**config.mk**
```make
export PLATFORM = sky130hd
export DESIGN_NAME = alu_issue
export DESIGN_NICKNAME = d
export VERILOG_FILES = /design/src/rtl/alu_issue.sv
export SDC_FILE = /design/constraint.sdc
export NUM_CORES = 1
export LEC_CHECK = 0
export ABC_AREA = 1
export CAP_MARGIN = 25
export CORE_ASPECT_RATIO = 0.5
export CORE_MARGIN = 10
export CORE_UTILIZATION = 42
export DETAILED_ROUTE_END_ITERATION = 7
export MAX_ROUTING_LAYER = met4
export PLACE_DENSITY_LB_ADDON = 0.15
export SLEW_MARGIN = 10
export SYNTH_ARGS = -nofsm -noshare
export SYNTH_HDL_FRONTEND = slang
export SYNTH_SLANG_ARGS = --single-unit
```
**constraint.sdc**
```tcl
create_clock -name clk -period 1.5 [get_ports clk]
set_input_delay 0.225 -clock clk [delete_from_list [all_inputs] [get_ports clk]]
set_output_delay 0.225 -clock clk [all_outputs]
set_load 0.02 [all_outputs]
```
**src/rtl/alu_issue.sv**
```systemverilog
// ID->EX issue stage: decodes a MIPS word into ALU operands and holds them in one valid/ready slot.
// Optional operand forwarding is enabled by defining ALU_ISSUE_FWD_EN.
module alu_issue #(
  parameter int CNT_W = 32
) (
  input  logic             clk,
  input  logic             rst,
  input  logic             flush,
  input  logic             in_valid,
  output logic             in_ready,
  input  logic [31:0]      instr,
  input  logic [31:0]      rs_data,
  input  logic [31:0]      rt_data,
`ifdef ALU_ISSUE_FWD_EN
  input  logic             fwd_we,
  input  logic [4:0]       fwd_rd,
  input  logic [31:0]      fwd_data,
`endif
  output logic             out_valid,
  input  logic             out_ready,
  output logic [31:0]      alu_a,
  output logic [31:0]      alu_b,
  output logic [4:0]       alu_op,
  output logic [4:0]       dst,
  output logic             wb_en,
  output logic             illegal,
  output logic [CNT_W-1:0] issue_cnt
);

  localparam logic [4:0] OP_NOP  = 5'd0;
  localparam logic [4:0] OP_ADD  = 5'd1;
  localparam logic [4:0] OP_SUB  = 5'd2;
  localparam logic [4:0] OP_AND  = 5'd3;
  localparam logic [4:0] OP_OR   = 5'd4;
  localparam logic [4:0] OP_XOR  = 5'd5;
  localparam logic [4:0] OP_NOR  = 5'd6;
  localparam logic [4:0] OP_ADDU = 5'd7;
  localparam logic [4:0] OP_SUBU = 5'd8;
  localparam logic [4:0] OP_SLT  = 5'd9;
  localparam logic [4:0] OP_SLTU = 5'd10;
  localparam logic [4:0] OP_SLL  = 5'd11;
  localparam logic [4:0] OP_SRL  = 5'd12;
  localparam logic [4:0] OP_SRA  = 5'd13;
  localparam logic [4:0] OP_MOV  = 5'd14;
  localparam logic [4:0] OP_LUI  = 5'd15;

  logic [5:0]  opc_s, funct_s;
  logic [4:0]  rs_f_s, rt_f_s, rd_f_s, shamt_s;
  logic [15:0] imm_s;
  logic [31:0] rs_val_s, rt_val_s;

  logic [4:0]  dec_op_s, dec_dst_s;
  logic [31:0] dec_a_s, dec_b_s;
  logic        dec_wb_s, dec_ill_s, wb_cond_s;

  logic             out_valid_q, out_valid_d;
  logic [31:0]      alu_a_q, alu_a_d, alu_b_q, alu_b_d;
  logic [4:0]       alu_op_q, alu_op_d, dst_q, dst_d;
  logic             wb_en_q, wb_en_d, illegal_q, illegal_d;
  logic [CNT_W-1:0] issue_cnt_q, issue_cnt_d;
  logic             load_s, hs_s;

  assign opc_s   = instr[31:26];
  assign rs_f_s  = instr[25:21];
  assign rt_f_s  = instr[20:16];
  assign rd_f_s  = instr[15:11];
  assign shamt_s = instr[10:6];
  assign funct_s = instr[5:0];
  assign imm_s   = instr[15:0];

  // Operand selection (forwarded result overrides register-file data)
  always_comb begin
    rs_val_s = rs_data;
    rt_val_s = rt_data;
`ifdef ALU_ISSUE_FWD_EN
    if (fwd_we && (fwd_rd != 5'd0)) begin
      if (fwd_rd == rs_f_s) begin
        rs_val_s = fwd_data;
      end else begin
        rs_val_s = rs_data;
      end
      if (fwd_rd == rt_f_s) begin
        rt_val_s = fwd_data;
      end else begin
        rt_val_s = rt_data;
      end
    end else begin
      rs_val_s = rs_data;
      rt_val_s = rt_data;
    end
`endif
  end

  // Instruction decode into ALU triple, destination and writeback enable
  always_comb begin
    dec_op_s  = OP_NOP;
    dec_a_s   = rs_val_s;
    dec_b_s   = rt_val_s;
    dec_dst_s = rd_f_s;
    wb_cond_s = 1'b1;
    dec_ill_s = 1'b0;
    case (opc_s)
      6'h00: begin
        case (funct_s)
          6'h20: dec_op_s = OP_ADD;
          6'h21: dec_op_s = OP_ADDU;
          6'h22: dec_op_s = OP_SUB;
          6'h23: dec_op_s = OP_SUBU;
          6'h24: dec_op_s = OP_AND;
          6'h25: dec_op_s = OP_OR;
          6'h26: dec_op_s = OP_XOR;
          6'h27: dec_op_s = OP_NOR;
          6'h2A: dec_op_s = OP_SLT;
          6'h2B: dec_op_s = OP_SLTU;
          6'h00: begin dec_op_s = OP_SLL; dec_a_s = {27'd0, shamt_s}; end
          6'h02: begin dec_op_s = OP_SRL; dec_a_s = {27'd0, shamt_s}; end
          6'h03: begin dec_op_s = OP_SRA; dec_a_s = {27'd0, shamt_s}; end
          6'h04: begin dec_op_s = OP_SLL; dec_a_s = {27'd0, rs_val_s[4:0]}; end
          6'h06: begin dec_op_s = OP_SRL; dec_a_s = {27'd0, rs_val_s[4:0]}; end
          6'h07: begin dec_op_s = OP_SRA; dec_a_s = {27'd0, rs_val_s[4:0]}; end
          6'h0A: begin
            dec_op_s  = OP_MOV;
            dec_a_s   = 32'd0;
            dec_b_s   = rs_val_s;
            wb_cond_s = (rt_val_s == 32'd0);
          end
          6'h0B: begin
            dec_op_s  = OP_MOV;
            dec_a_s   = 32'd0;
            dec_b_s   = rs_val_s;
            wb_cond_s = (rt_val_s != 32'd0);
          end
          default: dec_ill_s = 1'b1;
        endcase
      end
      6'h08: begin dec_op_s = OP_ADD;  dec_dst_s = rt_f_s; dec_b_s = {{16{imm_s[15]}}, imm_s}; end
      6'h09: begin dec_op_s = OP_ADDU; dec_dst_s = rt_f_s; dec_b_s = {{16{imm_s[15]}}, imm_s}; end
      6'h0A: begin dec_op_s = OP_SLT;  dec_dst_s = rt_f_s; dec_b_s = {{16{imm_s[15]}}, imm_s}; end
      6'h0B: begin dec_op_s = OP_SLTU; dec_dst_s = rt_f_s; dec_b_s = {{16{imm_s[15]}}, imm_s}; end
      6'h23: begin dec_op_s = OP_ADDU; dec_dst_s = rt_f_s; dec_b_s = {{16{imm_s[15]}}, imm_s}; end
      6'h2B: begin
        dec_op_s  = OP_ADDU;
        dec_dst_s = rt_f_s;
        dec_b_s   = {{16{imm_s[15]}}, imm_s};
        wb_cond_s = 1'b0;
      end
      6'h0C: begin dec_op_s = OP_AND; dec_dst_s = rt_f_s; dec_b_s = {16'd0, imm_s}; end
      6'h0D: begin dec_op_s = OP_OR;  dec_dst_s = rt_f_s; dec_b_s = {16'd0, imm_s}; end
      6'h0E: begin dec_op_s = OP_XOR; dec_dst_s = rt_f_s; dec_b_s = {16'd0, imm_s}; end
      6'h0F: begin
        dec_op_s  = OP_LUI;
        dec_dst_s = rt_f_s;
        dec_a_s   = 32'd0;
        dec_b_s   = {16'd0, imm_s};
      end
      default: dec_ill_s = 1'b1;
    endcase
    // Unsupported encodings travel down the pipe as a harmless NOP
    if (dec_ill_s) begin
      dec_op_s  = OP_NOP;
      dec_a_s   = 32'd0;
      dec_b_s   = 32'd0;
      dec_dst_s = 5'd0;
      dec_wb_s  = 1'b0;
    end else begin
      dec_wb_s  = wb_cond_s & (dec_dst_s != 5'd0);
    end
  end

  assign in_ready = ~out_valid_q | out_ready;
  assign hs_s     = out_valid_q & out_ready;
  assign load_s   = in_valid & in_ready & ~flush;

  // Next-state for the pipeline slot and issue counter
  always_comb begin
    if (flush) begin
      out_valid_d = 1'b0;
    end else if (load_s) begin
      out_valid_d = 1'b1;
    end else if (hs_s) begin
      out_valid_d = 1'b0;
    end else begin
      out_valid_d = out_valid_q;
    end
    if (load_s) begin
      alu_a_d   = dec_a_s;
      alu_b_d   = dec_b_s;
      alu_op_d  = dec_op_s;
      dst_d     = dec_dst_s;
      wb_en_d   = dec_wb_s;
      illegal_d = dec_ill_s;
    end else begin
      alu_a_d   = alu_a_q;
      alu_b_d   = alu_b_q;
      alu_op_d  = alu_op_q;
      dst_d     = dst_q;
      wb_en_d   = wb_en_q;
      illegal_d = illegal_q;
    end
    if (hs_s && !flush) begin
      issue_cnt_d = issue_cnt_q + {{(CNT_W-1){1'b0}}, 1'b1};
    end else begin
      issue_cnt_d = issue_cnt_q;
    end
  end

  // Slot and counter registers
  always_ff @(posedge clk) begin
    if (rst) begin
      out_valid_q <= 1'b0;
      alu_a_q     <= 32'd0;
      alu_b_q     <= 32'd0;
      alu_op_q    <= 5'd0;
      dst_q       <= 5'd0;
      wb_en_q     <= 1'b0;
      illegal_q   <= 1'b0;
      issue_cnt_q <= {CNT_W{1'b0}};
    end else begin
      out_valid_q <= out_valid_d;
      alu_a_q     <= alu_a_d;
      alu_b_q     <= alu_b_d;
      alu_op_q    <= alu_op_d;
      dst_q       <= dst_d;
      wb_en_q     <= wb_en_d;
      illegal_q   <= illegal_d;
      issue_cnt_q <= issue_cnt_d;
    end
  end

  assign out_valid = out_valid_q;
  assign alu_a     = alu_a_q;
  assign alu_b     = alu_b_q;
  assign alu_op    = alu_op_q;
  assign dst       = dst_q;
  assign wb_en     = wb_en_q;
  assign illegal   = illegal_q;
  assign issue_cnt = issue_cnt_q;

endmodule
```
==> run_results.csv <==
group,metric,value,unit
status,status,"finished, violations left",
status,violations,"negative setup slack",
sta,postLayoutSetupSlackWorst,-76.8,ps
floorplan,fp.coreArea,14500,sq um
yosys,synth_cell_types,40,
sta,setup_viol,9,
placed_design,dpl.hpwl,18.8,mm
job,maxCapViolCount,0,
critical_path,end_kind,"flop",
grt,grt_pass1_wl,37.2,mm
drt,totalWireLength,25.5,mm
yosys,yosysSeqAreaShare,34.8,%
yosys,synth_edf_count,0,
yosys,synth_flop_cell,"dfxtp_1",
drt,drt-wirelength-per-cell,17.3,um
yosys,synthTopCellsByArea,"dfxtp_1 35%, nand2_1 16%, nor2_1 6.5%",
clock_tree,cts_tree,"done",
floorplan,placement_rows,31,
sta,fin_crit,1580,ps
sta,fin_crit_sh,105,%
sta,skew,10.4,ps
final_layout,fill_cells,1191,
placed_design,placed_cell_area,9530,sq um
clock_tree,cts_buffers,9,
grt,antenna_found_initial,0,
worst_hold_path,min-delay-path-class,"in2reg",
floorplan,start_util,43.0,%
final_layout,multi_input_area,3990,sq um
floorplan,die_area,20400,sq um
yosys,syn_inst,929,
placed_design,gp_congestion,0.975,
placed_design,dpl.cell_count,1429,
drt,drc,0,
drt,drt_iter0_markers,605,
placed_design,port_buffers,204,
critical_path,path_class,"reg2reg",
drt,drtAntennaViolNets,0,
floorplan,io_pins,211,
final_layout,final_area,10600,sq um
yosys,syn_nets,1031,
floorplan,dieWidth,192,um
yosys,avgSynthCellArea,6.70,sq um
yosys,synthesis.area,6220,sq um
clock_tree,root_buffer,"clkbuf_16",
pwr,pwr_density_cell,631,nW/um^2
final_layout,final_layout_size_suffix_gt1_share,31.3,%
sta,rsz0062_at_grt,"true",
grt,grt_overflow,0,
grt,grt_usage,23.1,%
pwr,total_leakage_power,4.59,nW
clock_tree,cts_max_level,3,
yosys,synth_top_cell_by_area,"dfxtp_1",
critical_path,start_kind,"flop",
floorplan,die_h,106,um
clock_tree,clkSinkCount,108,
grt,grt_start_max_net_pins,61,
clock_tree,holdBufCountCts,0,
final_layout,nNetsFinal,1373,
drt,avgViaCountPerCell,5.24,
sta,finalHoldViolCount,0,
clock_tree,clk_pin_slew,80,ps
pwr,p_comb_share,17.9,%
sta,hold_slack,99.3,ps
pwr,p_seq_share,43.5,%
clock_tree,clockBufferDepth,2,
yosys,synth_top_area_share,34.8,%
yosys,synth_seq_cells,108,
drt,vias,7718,
pwr,p_int,4.93,mW
final_layout,register_area,2200,sq um
critical_path,cp_max_fo,5,
grt,grt_pass1_vias,7226,
critical_path,cp_slowest_stage_delay,360,ps
yosys,postSynth.asyncResetShare,0,%
critical_path,worst_path_max_delay_cell,"dfxtp_1",
critical_path,cp.required,1730,ps
pwr,vdd_ir_drop_max,0.508,mV
yosys,yosysWarnings,0,
pwr,p_sw_share,26.2,%
critical_path,worstPathCellList,"buf_4 > nand2_1 > nor2_1 > nand2_1 > nor2_1 > buf_4 > nand4_1 > xor2_1 > nor2_1",
critical_path,worstPathArrival,1810,ps
clock_tree,clock_latency,350,ps
final_layout,fin_cells,1474,
critical_path,crit_path_frequent_cell,"nor2_1",
pwr,clockPowerShare,38.6,%
sta,drv_slew,0,
pwr,p_sw,1.75,mW
final_layout,diodes,0,
drt,first_pass_iters,5,
final_layout,area_growth,70.0,%
sta,fmax,0.634,GHz
[worst paths after layout]
check,cells past startpoint,startpoint,to,slack (ps)
hold reg to reg,2,alu_b[22]$_SDFFE_PP0P_,alu_b[22]$_SDFFE_PP0P_,460
setup / recovery,9,issue_cnt[5]$_SDFFE_PP0P_,issue_cnt[21]$_SDFFE_PP0P_,-80
hold / removal,2,rst,issue_cnt[10]$_SDFFE_PP0P_,100
setup reg to reg,9,issue_cnt[5]$_SDFFE_PP0P_,issue_cnt[21]$_SDFFE_PP0P_,-80
[registers in the layout (all words and copies together), names as in the netlist]
register,cells
dst,5
alu_b,32
alu_op,4
wb_en,1
issue_cnt,32
illegal,1
alu_a,32
out_valid,1
[final cells by class]
class	count	share of cell area [%]
multi-input combinational	697	37.8
timing repair buffer	373	32.7
sequential	108	20.8
inverter	80	3.17
tap	198	2.34
clock buffer	10	2.17
clock inverter	6	0.840
timing repair inverter	2	0.201
[Yosys cell counts, drive strengths merged (3+ instances only)]
master and count:
nand3 63, xnor2 3, o21a 3, a21oi 97, o21ai 59, a31oi 3, and3 3, buf 20
nand4 10, clkbuf 24, o22ai 5, inv 79, o211ai 27, nor2 111, nand3b 6, nand2 278
xor2 6, dfxtp 108, nor3 17
[critical path: cells and delay by family (launching register included)]
kind,cells,cell delay [ps]
xor gates and xnor gates,1,150
DFF,1,360
buffers and inverters,2,270
and+or+nand+nor,6,670
[stage by stage]
stage	utilization, %	setup slack (ps)	power (mW)	TNS (ps)
after floorplan	-	-49.2	3.40	-49.2
after global placement	65.9	-551	4.05	-46500
after detailed placement	65.9	-599	4.06	-49220
after CTS	69.0	-60.2	6.63	-185
after global routing	73.1	-302	6.90	-3870
final	73.1	-76.8	6.68	-340
[logic make-up after synthesis]
kind of cell | count (synthesis) | share of synthesized area, %
and+or+nand+nor | 489 | 35.4
AOI/OAI and AO/OA | 197 | 19.1
buffers and inverters | 124 | 9.23
DFF | 108 | 34.8
xor gates and xnor gates | 9 | 1.27
adders and majority gates | 1 | 0.201
other | 1 | 0.0603
[layout by cell type (no fill, tap or decap), types with 6 or more instances in the layout]
cell type,count
dfxtp_2,13
nand2_1,245
nor2_4,10
nand3_2,32
inv_1,62
nand2_4,14
xor2_1,6
dfxtp_4,6
nand3b_1,6
nor2_2,18
nand3_4,6
a21oi_1,47
buf_4,145
nor3_1,8
clkbuf_16,13
clkdlybuf4s50_1,80
nor2_1,83
nand2_2,18
dfxtp_1,89
o211ai_1,27
dlygate4sd2_1,109
nand4_1,10
clkbuf_2,8
nor3_2,6
o21ai_0,50
nand3_1,25
a21oi_2,50
inv_2,11
buf_12,13
[repair_timing]
action / in CTS / in global routing
cloned: 4 / 6
resized for setup: 161 / 156
pin swaps: 18 / 43
buffers inserted: 9 / 13
setup endpoints to repair: 198 / 99
[power groups by stage]
| stage | Clock [mW] | Combinational [mW] | Sequential (mW) |
|---|---|---|---|
| 2_1_floorplan | 0 | 0.386 | 3.01 |
| 3_3_place_gp | 0 | 1.07 | 2.98 |
| 3_5_place_dp | 0 | 1.08 | 2.98 |
| 4_1_cts | 2.62 | 1.10 | 2.91 |
| 5_1_grt | 2.73 | 1.27 | 2.91 |
| 6_report | 2.58 | 1.19 | 2.90 |
[routing by layer]
| layer | part of all wire, % | up-vias | routed length, um | track usage, % |
|---|---|---|---|---|
| met1 | 41 | 3594 | 10500 | 27.3 |
| met5 | 0 | - | 0 | - |
| met2 | 49 | 319 | 12500 | 38.6 |
| met4 | 3.5 | 0 | 882 | 9.57 |
| met3 | 5.9 | 60 | 1510 | 3.72 |
| li1 | - | 3745 | - | - |
Note: power is estimated with default switching activity, not from simulation.
